--- src/rtl/othello_pkg.sv ---
// Shared types and widths for the Othello endgame-solver pipeline.
// result_t is the record carried from the solver to the host reader.
package othello_pkg;

    localparam int TASKID_W  = 16;
    localparam int SCORE_W   = 8;
    localparam int SCORE_MIN = -64;
    localparam int SCORE_MAX = 64;

    typedef struct packed {
        logic        [TASKID_W-1:0] taskid;
        logic signed [SCORE_W-1:0]  res;
    } result_t;

endpackage

--- src/rtl/result_collector_if.sv ---
// Host-side read port of the result collector: valid/ready handshake over result_t.
interface result_collector_if;
    import othello_pkg::*;

    logic    valid;
    logic    ready;
    result_t head;

    modport master (output valid, output head, input ready);
    modport slave  (input valid, input head, output ready);

endinterface

--- src/rtl/result_fifo.sv ---
// First-word-fall-through FIFO of result_t with a registered head word,
// so the head holds its last value when the FIFO runs empty.
module result_fifo
    import othello_pkg::*;
#(
    parameter int DEPTH = 16
) (
    input  logic                    iCLOCK,
    input  logic                    iRESET,
    input  logic                    push,
    input  result_t                 push_data,
    output logic                    full,
    input  logic                    pop,
    output logic                    empty,
    output result_t                 head,
    output logic [$clog2(DEPTH):0]  level
);

    localparam int AW = $clog2(DEPTH);
    localparam logic [AW:0] FULL_LVL = (AW+1)'(DEPTH);

    result_t        mem [DEPTH];
    logic [AW-1:0]  rd_ptr;
    logic [AW-1:0]  wr_ptr;
    logic [AW:0]    count;
    logic [AW:0]    count_nxt;
    logic [AW-1:0]  rd_nxt;
    logic           pop_ok;
    logic           push_ok;
    logic           push_is_head;

    assign empty   = (count == '0);
    assign full    = (count == FULL_LVL);
    assign level   = count;
    assign pop_ok  = pop & ~empty;
    // A full FIFO can still take a push when a pop frees a slot this cycle.
    assign push_ok = push & (~full | pop_ok);
    assign rd_nxt  = rd_ptr + AW'(pop_ok);

    always_comb begin
        count_nxt = count;
        case ({push_ok, pop_ok})
            2'b10:   count_nxt = count + 1'b1;
            2'b01:   count_nxt = count - 1'b1;
            default: count_nxt = count;
        endcase
    end

    // The pushed word becomes the head when it is the only entry left next cycle.
    assign push_is_head = push_ok & ((count == '0) | ((count == (AW+1)'(1)) & pop_ok));

    always_ff @(posedge iCLOCK) begin
        if (push_ok) begin
            mem[wr_ptr] <= push_data;
        end
    end

    always_ff @(posedge iCLOCK or posedge iRESET) begin
        if (iRESET) begin
            rd_ptr <= '0;
            wr_ptr <= '0;
            count  <= '0;
            head   <= '0;
        end else begin
            rd_ptr <= rd_nxt;
            count  <= count_nxt;
            if (push_ok) begin
                wr_ptr <= wr_ptr + 1'b1;
            end
            if (count_nxt != '0) begin
                head <= push_is_head ? push_data : mem[rd_nxt];
            end
        end
    end

endmodule

--- src/rtl/result_collector.sv ---
// Collects solved results into a FIFO for the host, tracks outstanding tasks,
// and records protocol errors and overflow drops.
module result_collector
    import othello_pkg::*;
#(
    parameter int DEPTH = 16,
    parameter int CNT_W = 16
) (
    input  logic                        iCLOCK,
    input  logic                        iRESET,
    input  logic                        iSolved,
    input  logic        [TASKID_W-1:0]  iTaskid,
    input  logic signed [SCORE_W-1:0]   iRes,
    input  logic                        iIssue,
    input  logic                        iClear,
    result_collector_if.master          host,
    output logic [$clog2(DEPTH):0]      oLevel,
    output logic                        oOverflow,
    output logic        [CNT_W-1:0]     oDropCount,
    output logic        [CNT_W-1:0]     oOutstanding,
    output logic                        oProtoErr,
    output logic                        oIdle
);

    localparam logic [CNT_W-1:0] CNT_MAX = '1;

    result_t solve_data;
    logic    fifo_full;
    logic    fifo_empty;
    logic    pop;
    logic    drop;

    assign solve_data = '{taskid: iTaskid, res: iRes};
    assign host.valid = ~fifo_empty;
    assign pop        = ~fifo_empty & host.ready;
    assign drop       = iSolved & fifo_full & ~pop;
    assign oIdle      = (oOutstanding == '0) & fifo_empty;

    result_fifo #(
        .DEPTH (DEPTH)
    ) u_fifo (
        .iCLOCK    (iCLOCK),
        .iRESET    (iRESET),
        .push      (iSolved),
        .push_data (solve_data),
        .full      (fifo_full),
        .pop       (pop),
        .empty     (fifo_empty),
        .head      (host.head),
        .level     (oLevel)
    );

    // Clear wins over any same-cycle counter or flag update; the FIFO is unaffected.
    always_ff @(posedge iCLOCK or posedge iRESET) begin
        if (iRESET) begin
            oOverflow    <= 1'b0;
            oDropCount   <= '0;
            oOutstanding <= '0;
            oProtoErr    <= 1'b0;
        end else if (iClear) begin
            oOverflow    <= 1'b0;
            oDropCount   <= '0;
            oOutstanding <= '0;
            oProtoErr    <= 1'b0;
        end else begin
            if (iIssue && !iSolved) begin
                if (oOutstanding == CNT_MAX) begin
                    oProtoErr <= 1'b1;
                end else begin
                    oOutstanding <= oOutstanding + 1'b1;
                end
            end else if (iSolved && !iIssue) begin
                if (oOutstanding == '0) begin
                    oProtoErr <= 1'b1;
                end else begin
                    oOutstanding <= oOutstanding - 1'b1;
                end
            end
            if (drop) begin
                oOverflow <= 1'b1;
                if (oDropCount != CNT_MAX) begin
                    oDropCount <= oDropCount + 1'b1;
                end
            end
        end
    end

endmodule

--- src/flat_wrapper.sv ---
// flat-port wrapper written by rule: the top's interface ports become plain ports
module result_collector_flat import othello_pkg::*;
#(
    parameter int DEPTH = 16,
    parameter int CNT_W = 16
)
  (iCLOCK, iRESET, iSolved, iTaskid, iRes, iIssue, iClear, oLevel, oOverflow, oDropCount, oOutstanding, oProtoErr, oIdle, host_valid, host_head, host_ready);
  result_collector_if host_i ();
  input  logic iCLOCK;
  input  logic iRESET;
  input  logic iSolved;
  input  logic        [TASKID_W-1:0] iTaskid;
  input  logic signed [SCORE_W-1:0] iRes;
  input  logic iIssue;
  input  logic iClear;
  output logic [$clog2(DEPTH):0] oLevel;
  output logic oOverflow;
  output logic        [CNT_W-1:0] oDropCount;
  output logic        [CNT_W-1:0] oOutstanding;
  output logic oProtoErr;
  output logic oIdle;
  output wire logic [$bits(host_i.valid)-1:0] host_valid;
  output wire logic [$bits(host_i.head)-1:0] host_head;
  input wire logic [$bits(host_i.ready)-1:0] host_ready;
  assign host_valid = host_i.valid;
  assign host_head = host_i.head;
  assign host_i.ready = host_ready;
  result_collector #(.DEPTH(DEPTH), .CNT_W(CNT_W)) u_core (.iCLOCK(iCLOCK), .iRESET(iRESET), .iSolved(iSolved), .iTaskid(iTaskid), .iRes(iRes), .iIssue(iIssue), .iClear(iClear), .host(host_i), .oLevel(oLevel), .oOverflow(oOverflow), .oDropCount(oDropCount), .oOutstanding(oOutstanding), .oProtoErr(oProtoErr), .oIdle(oIdle));
endmodule
--- config.mk ---
export PLATFORM = sky130hd
export DESIGN_NAME = result_collector_flat
export DESIGN_NICKNAME = d
export VERILOG_FILES = /design/src/rtl/othello_pkg.sv /design/src/rtl/result_collector_if.sv /design/src/rtl/result_fifo.sv /design/src/rtl/result_collector.sv /design/src/flat_wrapper.sv
export SDC_FILE = /design/constraint.sdc
export NUM_CORES = 1
export LEC_CHECK = 0
export ABC_CLOCK_PERIOD_IN_PS = 10500
export BUFFER_PORTS_ARGS = -buffer_cell sky130_fd_sc_hd__buf_2
export CAP_MARGIN = 5
export CORE_ASPECT_RATIO = 1.1
export CORE_MARGIN = 5
export CORE_UTILIZATION = 51
export CTS_CLUSTER_SIZE = 10
export DETAILED_ROUTE_END_ITERATION = 10
export PLACE_DENSITY = 0.68
export SLEW_MARGIN = 20
export SYNTH_ARGS = -nofsm -noshare
export SYNTH_HDL_FRONTEND = slang
export SYNTH_HIERARCHICAL = 1
export SYNTH_SLANG_ARGS = --single-unit
--- constraint.sdc ---
create_clock -name iCLOCK -period 10.5 [get_ports iCLOCK]
set_input_delay 0 -clock iCLOCK [delete_from_list [all_inputs] [get_ports iCLOCK]]
set_output_delay 0 -clock iCLOCK [all_outputs]
set_load 0.02 [all_outputs]
Word-level counts from Yosys, hierarchy flattened
Memories as Yosys holds them, arrays and structs flattened.
Index checks and enable logic that the tools add are counted.
{"block": "totals", "ff_bits": 71, "ramBits": 384, "output_inout_bits": 65, "wordCells": 72, "memories": 1}
{"name": "u_core.u_fifo.mem", "depth": 16, "width": 24, "rd": 1, "rd_ports_with_merged_regs": 0, "wr": 1, "line": "result_fifo.sv:22", "text": "result_t mem [DEPTH];"}
{"block": "classes", "n_addsub": 7, "n_eq_ne": 9, "mux": 19, "bitwise": 13, "reduce_logical": 14}
{"operator": "$mux W16", "n": 8}
{"operator": "$add A16 B1 Y16 const B", "n": 2}
{"operator": "$mux W24", "n": 1}
{"operator": "$eq A16 B16 Y1 const B", "n": 1}
{"operator": "$logic_not A16 Y1", "n": 1}
{"operator": "$ne A16 B16 Y1 const B", "n": 1}
{"operator": "$sub A16 B1 Y16 const B", "n": 1}
{"operator": "$pmux W5 S2", "n": 1}
{"operator": "$mux W1", "n": 9}
{"operator": "$and A1 B1 Y1", "n": 8}
{"operator": "$ne A3 B3 Y1 const B", "n": 2}
{"operator": "$reduce_and A3 Y1", "n": 2}
{"operator": "$reduce_bool A3 Y1", "n": 2}
{"operator": "$add A5 B1 Y5 const B", "n": 1}
{"operator": "$eq A5 B1 Y1 const B", "n": 1}
{"operator": "$eq A5 B5 Y1 const B", "n": 1}
{"operator": "$logic_not A5 Y1", "n": 1}
{"operator": "$reduce_bool A5 Y1", "n": 1}
{"operator": "$sub A5 B1 Y5 const B", "n": 1}
{"operator": "$add A4 B1 Y4", "n": 1}
{"operator": "$add A4 B1 Y4 const B", "n": 1}
{"operator": "$reduce_bool A2 Y1", "n": 2}
{"operator": "$ne A3 B2 Y1 const B", "n": 1}
{"operator": "$not A1 Y1", "n": 3}
{"operator": "other kinds (6)", "n": 9}

Longest topological paths before layout
Gate-level depths: netlist of run 1.
{"block": "logic_depth", "ltp_word": 9, "depth_mapped": 16, "depth_no_buf": 14}

Cells and area by module
The synthesis of run 1 kept the hierarchy.
{"mod": "result_fifo", "instances": 1, "cells_per_inst": 813, "area_each_um2": 16497.1}
{"mod": "result_collector", "instances": 1, "cells_per_inst": 265, "area_each_um2": 2432.3}

Worst setup path before layout of run 1
OpenSTA, ideal clock, no wires.
{"block": "synth_path", "kind": "reg2reg", "startpoint": "register u_core.u_fifo.count[0] (netlist: u_core/u_fifo/level[0])", "endpoint": "memory u_core/u_fifo/mem[3][0] (netlist name), enable pin", "setup_time_ns": 0.435, "arrival_time_ns": 3.655, "required_time_ns": 10.065, "path_slack_ns": 6.410, "stages_incl_launch_ff": 10, "n_path_buf": 0, "period_less_slack_ns": 4.090, "path_cell_list": "dfrtp_1 inv_1 ha_1 nor4b_4 nand2b_1 inv_1 nor2_1 nor2_1 nand2_1 nor3_1"}
{"block": "synth_via", "elab_chain_cells": 8, "word_cells_on_any_way": 10, "classes_between": "eq/ne (1); mux (2); bitwise (6); reduce/logical (1)"}
{"element": "from (decl)", "line": "result_fifo.sv:25", "text": "logic [AW:0] count;"}
{"element": "from (signal assigned)", "line": "result_fifo.sv:66", "text": "count <= count_nxt;"}
{"element": "$logic_not A5 Y1", "line": "result_fifo.sv:32", "text": "assign empty = (count == '0);"}
{"element": "via u_core.fifo_empty", "line": "result_collector.sv:29", "text": "logic fifo_empty;"}
{"element": "$not A1 Y1", "line": "result_collector.sv:35", "text": "assign pop = ~fifo_empty & host.ready;"}
{"element": "$and A1 B1 Y1", "line": "result_collector.sv:35"}
{"element": "via u_core.pop", "line": "result_collector.sv:30", "text": "logic pop;"}
{"element": "$and A1 B1 Y1", "line": "result_fifo.sv:35", "text": "assign pop_ok = pop & ~empty;"}
{"element": "$or A1 B1 Y1", "line": "result_fifo.sv:37", "text": "assign push_ok = push & (~full | pop_ok);"}
{"element": "$and A1 B1 Y1", "line": "result_fifo.sv:37"}
{"element": "$mux W1", "line": "result_fifo.sv:53", "text": "if (push_ok) begin"}
{"element": "$mux W1 (implied by the code)", "line": "result_fifo.sv:54", "text": "mem[wr_ptr] <= push_data;"}
{"element": "to (decl)", "line": "result_fifo.sv:22"}
The timed path passes the listed nets, and every way through them passes these cells.

Worst setup path after layout of run 1
{"block": "layout_path", "startpoint": "register u_core.u_fifo.count[0] (netlist: u_core/u_fifo/level[0])", "endpoint": "register, netlist name u_core/u_fifo/head[8]"}
{"block": "layout_via", "word_cells_on_any_way": 21, "classes_between": "add/sub (3); eq/ne (4); mux (2); bitwise (9); reduce/logical (2); memory (1)"}
{"element": "$logic_not A5 Y1", "line": "result_fifo.sv:32"}
{"element": "via u_core.fifo_empty", "line": "result_collector.sv:29"}
{"element": "$not A1 Y1", "line": "result_collector.sv:35"}
{"element": "$and A1 B1 Y1", "line": "result_collector.sv:35"}
{"element": "via u_core.pop", "line": "result_collector.sv:30"}
{"element": "$and A1 B1 Y1", "line": "result_fifo.sv:35"}
{"element": "$add A4 B1 Y4", "line": "result_fifo.sv:38", "text": "assign rd_nxt = rd_ptr + AW'(pop_ok);"}
{"element": "via u_core.u_fifo.rd_nxt[0]", "line": "result_fifo.sv:27", "text": "logic [AW-1:0] rd_nxt;"}
{"element": "$mem_v2 Z16 W24"}
{"element": "$mux W24", "line": "result_fifo.sv:71", "text": "head <= push_is_head ? push_data : mem[rd_nxt];"}
The timed path passes the listed nets, and every way through them passes these cells.
A chain may end at the register's enable or synchronous reset.

==> results of run 1 <==
-- worst max-delay path, cell delays in order (launching register included) --
cell	delay, ps
dfrtp_1	480
inv_1	130
ha_1	240
nor4b_4	320
nand2b_1	210
inv_1	120
and2b_1	210
ha_4	510
buf_4	690
buf_4	780
mux4_2	600
mux2i_1	180
a32oi_1	70
o21ai_0	110
mux2i_1	90
-- state kept, by name, indices dropped and copies added, names as in the netlist --
name	flops
u_core/u_fifo/rd_ptr	4
u_core/u_fifo/mem	384
u_core/oProtoErr	1
u_core/u_fifo/head	24
u_core/oOutstanding	16
u_core/oDropCount	16
u_core/oOverflow	1
u_core/u_fifo/level	5
u_core/u_fifo/wr_ptr	4
-- cells in the final DEF, fill, tap and decap left out, types with 32 or more instances in the layout --
master	netlist	final
buf_2	12	94
clkbuf_1	31	38
clkbuf_16	0	53
dfrtp_1	71	71
dlygate4sd3_1	0	32
edfxtp_1	384	384
inv_1	39	38
mux2i_1	59	59
mux4_2	96	96
nand2_1	69	69
nor2_1	52	40
-- metal layers --
metal	vias up	track usage	share of wire
li1	4568	-	-
met5	-	0	0
met3	60	0.0355	0.060
met1	5425	0.281	0.42
met2	320	0.345	0.50
met4	0	0.0523	0.018
-- cells by family (layout without fill, tap and decap cells) --
family | Yosys count | count (layout) | synth area share
flops | 455 | 455 | 0.703
simple gates | 203 | 203 | 0.0559
mux | 157 | 157 | 0.147
compound gates | 112 | 112 | 0.0400
buf+inv | 89 | 285 | 0.0196
xor+xnor | 33 | 33 | 0.0153
fa+ha+maj | 29 | 29 | 0.0196
other cells | 0 | 1 | 0
-- cell type report --
cell class	instances	share of cell area
repair buffers	149	0.0491
clock buffers	92	0.0671
diodes	1	0.000113
clock inverters	4	0.00193
inverters	40	0.00686
multi-input cells	534	0.244
flip-flops and latches	455	0.603
well taps	494	0.0280
-- what timing repair did --
item,CTS,global route
setup buffers,0,0
hold buffers,32,0
endpoints found under the hold margin,488,0
-- cells in the mapped netlist, types with 12 or more instances --
master,instances
mux4_2,96
a32oi_1,24
nand3_1,12
nand2_1,69
clkbuf_1,31
xnor2_1,19
inv_1,39
nor2_1,52
dfrtp_1,71
xor2_1,14
edfxtp_1,384
a21oi_1,21
buf_2,12
ha_1,28
mux2i_1,59
nand4_1,15
o21ai_0,31
-- power by group through the flow --
stage	clock network [mW]	logic, mW	registers (mW)
after detailed placement	0	2.39	2.40
final	1.62	2.39	2.37
after global routing	1.74	2.61	2.39
after floorplan	0	1.69	2.44
after global placement	0	2.35	2.39
after CTS	1.66	2.41	2.37
-- worst min path at each step --
stage | cells after the start | to
after detailed placement | 3 | u_core/oDropCount[5]
after global routing | 4 | u_core/oDropCount[3]
after floorplan | 0 | u_core/u_fifo/mem[0][0]
after global placement | 3 | u_core/oDropCount[4]
after CTS | 4 | u_core/oOutstanding[13]
final | 4 | u_core/oDropCount[1]
-- per-stage QoR --
step	power (mW)	util	hold WS (ps)	worst slack [ps]
after floorplan	4.13	-	98.9	6410
after global placement	4.75	0.543	169	5550
after detailed placement	4.80	0.544	156	5430
after CTS	6.44	0.594	133	5400
after global routing	6.74	0.598	211	5040
final	6.38	0.598	155	5560
==> flow_metrics.py, run 1 <==
metrics = {
    "run_status": {
        "status": "finished, final reports clean",
    },
    "timing": {
        "drv_slew": 0,
        "relSlewSlack": 0.240,
        "finalCritPeriodShare": 0.470,
        "rsz0062_at_grt": "false",
        "max_clock_freq_ghz": 0.202,
        "fin_skew_ps": 20.3,
        "layout_min_cycle_time_ps": 4940,
        "fin_tns_setup_ps": 0,
        "setup_viol": 0,
        "worst_slew_pin_slew_ps": 1140,
        "finalHoldViolCount": 0,
    },
    "placement": {
        "portBuffers": 94,
        "place.gp.congestion": 0.817,
        "post-dp-hpwl_um": 22500,
        "place_area_mm2": 0.0201,
        "dp_cells": 1635,
    },
    "clock_network": {
        "cts-root-buf": "clkbuf_16",
        "clock_latency_ps": 560,
        "cts_buffers": 52,
        "clock_sinks": 455,
        "max-clock-path-buffers": 3,
        "cts-resized-gates": 0,
        "htreeDepth": 2,
        "cts_tree": "built",
        "clk_pin_slew_worst_paths_ps": 60,
    },
    "floorplanning": {
        "dieArea_mm2": 0.0411,
        "row_count": 74,
        "ioPinCount": 95,
        "die_y_um": 212,
        "placeableCoreArea_mm2": 0.0369,
        "die_w_um": 194,
        "start_util": 0.512,
    },
    "critical_path": {
        "reg2reg_depth": 14,
        "reg2reg_to": "u_core/u_fifo/head[8]",
        "end_kind": "flip-flop",
        "cp_data_required_time_ps": 10910,
        "cp-endpoint": "u_core/u_fifo/head[8]",
        "r2r_start": "u_core/u_fifo/level[0]",
        "path_max_fanout": 41,
        "r2r_slack_ps": 5560,
        "startpoint": "u_core/u_fifo/level[0]",
        "cp-start-kind": "flip-flop",
        "path_class": "flip-flop to flip-flop",
        "cp.arrival_ps": 5340,
    },
    "final_layout": {
        "regArea_mm2": 0.0133,
        "final_nets": 1291,
        "fillers": 2692,
        "drive_gt1_frac": 0.243,
        "multi_input_area_mm2": 0.00540,
        "fin_area_mm2": 0.0221,
        "final_cells": 1769,
        "syn_to_final_growth_pct": 16.7,
    },
    "logic_synthesis": {
        "netlist_area_mm2": 0.0189,
        "synth_top_cell_by_area": "edfxtp_1",
        "ys_ff_latch": 455,
        "synth-edff-count": 384,
        "syn-instance-count": 1078,
        "syn_nets": 1137,
        "syn_area_per_cell_um2": 17.6,
        "synth_warnings": 6,
        "synth_cell_types": 66,
        "synthTopCellsByArea": "edfxtp_1 61%, mux4_2 11%, dfrtp_1 9.4%",
        "ys_seq_area_frac": 0.703,
        "synthArstFlopShare": 0.156,
        "netlist.area_leader.share": 0.609,
        "synth-main-ff-cell": "edfxtp_1",
    },
    "power": {
        "netSwitchingPower_mw": 2.13,
        "share_seq_of_total_power": 0.371,
        "intPower_mw": 4.25,
        "pwr_density_cell_mw_per_mm2": 289,
        "leakage_nw": 7.77,
        "clkPwrFrac": 0.254,
        "switching_share": 0.334,
        "pwr-share-comb": 0.375,
        "ir_worst_vdd_mv": 0.224,
    },
    "routing": {
        "vias": 10400,
        "viasPerCell": 5.86,
        "wl_um": 41700,
        "dr.pass1.iters": 5,
        "final_antenna_net_count": 0,
        "drc": 0,
        "drt_iter0_drc": 665,
        "wire_per_inst_um": 23.6,
    },
    "flow_run": {
        "cap_violations": 0,
    },
    "grt": {
        "grt_pass1_vias": 10600,
        "grt_overflow": 0,
        "grtUsageTotal": 0.204,
        "grt_pass1_wl_um": 64400,
        "grt_max_degree": 53,
        "antenna_found_initial": 1,
    },
    "hold_path": {
        "hp-class": "primary input to async pin",
    },
}
(Power assumes the default switching activity.)
==> inputs of run 2 (changes only) <==
Settings changed: ABC_CLOCK_PERIOD_IN_PS 10500 to 5150.
Clock period 10.5 ns to 5.15 ns, I/O delays scaled along.
==> flow_metrics.py, run 2 (synthesized netlist as in run 1, its figures left out) <==
metrics = {
    "run_status": {
        "status": "finished, final reports clean",
    },
    "placement": {
        "post-dp-hpwl_um": 23200,
        "dp_cells": 1639,
        "place_ws_ps": 1220,
        "portBuffers": 94,
        "place.gp.congestion": 0.812,
        "place_area_mm2": 0.0201,
    },
    "routing": {
        "wire_per_inst_um": 23.7,
        "drc": 0,
        "wl_um": 42000,
        "vias": 10300,
        "drt_iter0_drc": 759,
        "final_antenna_net_count": 0,
        "dr.pass1.iters": 5,
        "viasPerCell": 5.81,
    },
    "clock_network": {
        "cts-resized-gates": 0,
        "cts_buffers": 52,
        "clock_latency_ps": 580,
        "htreeDepth": 2,
        "cts_tree": "built",
        "hold_buffers": 32,
        "clk_pin_slew_worst_paths_ps": 60,
        "post-cts-setup-buffers": 0,
        "cts-root-buf": "clkbuf_16",
        "max-clock-path-buffers": 3,
        "clock_sinks": 455,
    },
    "final_layout": {
        "fillers": 2705,
        "largest-register": "u_core/u_fifo/mem",
        "largestRegisters": "u_core/u_fifo/mem x384, u_core/u_fifo/head x24",
        "largest_register_ff_count": 384,
        "final_cells": 1771,
        "fin_area_mm2": 0.0221,
        "fin_util": 0.598,
        "final_common_cell": "edfxtp_1",
        "final_nets": 1292,
        "syn_to_final_growth_pct": 16.8,
        "layout_common_cells": "384 x edfxtp_1, 96 x mux4_2, 94 x buf_2",
        "drive_gt1_frac": 0.245,
    },
    "timing": {
        "finalCritPeriodShare": 0.762,
        "fin_ws_ps": 1220,
        "worst_slew_pin_slew_ps": 1160,
        "rsz0062_at_grt": "false",
        "setup_viol": 0,
        "fin_tns_setup_ps": 0,
        "drv_slew": 0,
        "relSlewSlack": 0.225,
        "max_clock_freq_ghz": 0.255,
        "finalHoldViolCount": 0,
        "hold-worst-slack_ps": 124,
        "fin_skew_ps": 17.9,
        "layout_min_cycle_time_ps": 3930,
    },
    "power": {
        "ir_worst_vdd_mv": 0.362,
        "power_mw": 13.2,
        "pwr_density_cell_mw_per_mm2": 596,
        "leakage_nw": 7.78,
    },
    "floorplanning": {
        "ioPinCount": 95,
        "row_count": 74,
        "placeableCoreArea_mm2": 0.0369,
        "dieArea_mm2": 0.0411,
        "die_y_um": 212,
        "die_w_um": 194,
        "start_util": 0.512,
    },
    "critical_path": {
        "startpoint": "u_core/u_fifo/level[0]",
        "cp.arrival_ps": 4350,
        "end_kind": "flip-flop",
        "critPathMaxStageDelay_ps": 530,
        "worstPathCellList": "inv_1 > ha_1 > nor4b_4 > nand2b_1 > inv_1 > and2b_1 > ha_4 > ha_4 > buf_4 > mux4_2 > nand2_1 > a32oi_1 > o21ai_0 > mux2i_1",
        "cp-start-kind": "flip-flop",
        "crit_buf_inv": 3,
        "cp_data_required_time_ps": 5580,
        "slowest_stage": "ha_4",
        "r2r_slack_ps": 1220,
        "r2r_start": "u_core/u_fifo/level[0]",
        "path_max_fanout": 26,
        "path_class": "flip-flop to flip-flop",
        "critical_path.top_delay_family": "adder cells",
    },
    "flow_run": {
        "cap_violations": 0,
    },
    "grt": {
        "use_met1": 0.286,
        "grt_pass1_vias": 10600,
        "grt_pass1_wl_um": 64700,
        "grt_overflow": 0,
        "grtUsageTotal": 0.205,
        "grt_max_degree": 50,
        "met3_usage": 0.0334,
        "grt.busiest_layer": "met2",
        "gr-usage-met2": 0.343,
        "antenna_found_initial": 2,
    },
    "hold_path": {
        "hp-class": "primary input to async pin",
    },
}
[run 2: per-layer routing]
| layer | vias to the layer above | routed length (um) |
|---|---|---|
| met3 | 55 | 2200 |
| met2 | 306 | 21000 |
| li1 | 4586 | - |
| met5 | - | 0 |
| met1 | 5335 | 17900 |
| met4 | 0 | 822 |
[run 2: power by group]
group / internal (mW) / total, mW / switching, mW
Clock: 2.00 / 3.39 / 1.38
Combinational: 2.22 / 4.97 / 2.76
Sequential: 4.53 / 4.83 / 0.297
Total: 8.75 / 13.2 / 4.44
[run 2: worst min-delay path, cell delays in order]
cell	delay [ps]
dlygate4sd3_1	530
buf_2	140
inv_1	50
buf_4	390
[run 2: worst paths after layout]
check	depth (start not counted)	end
min in group iCLOCK	2	u_core/u_fifo/mem[0][0]
worst max register to register	14	u_core/u_fifo/head[14]
worst min-delay path	4	u_core/oDropCount[5]
worst min register to register	2	u_core/u_fifo/head[20]
max in group asynchronous	3	u_core/u_fifo/head[7]
worst max-delay path	14	u_core/u_fifo/head[14]
[run 2: final cells by class]
| cell class | instances | area [um^2] | area share |
|---|---|---|---|
| Sequential cell | 455 | 13300 | 0.602 |
| Multi-Input combinational cell | 534 | 5400 | 0.244 |
| Clock buffer | 92 | 1490 | 0.0675 |
| Timing Repair Buffer | 150 | 1050 | 0.0474 |
| Tap cell | 494 | 618 | 0.0280 |
| Inverter | 40 | 151 | 0.00685 |
| Clock inverter | 4 | 83.8 | 0.00379 |
| Antenna cell | 2 | 5.00 | 0.000226 |
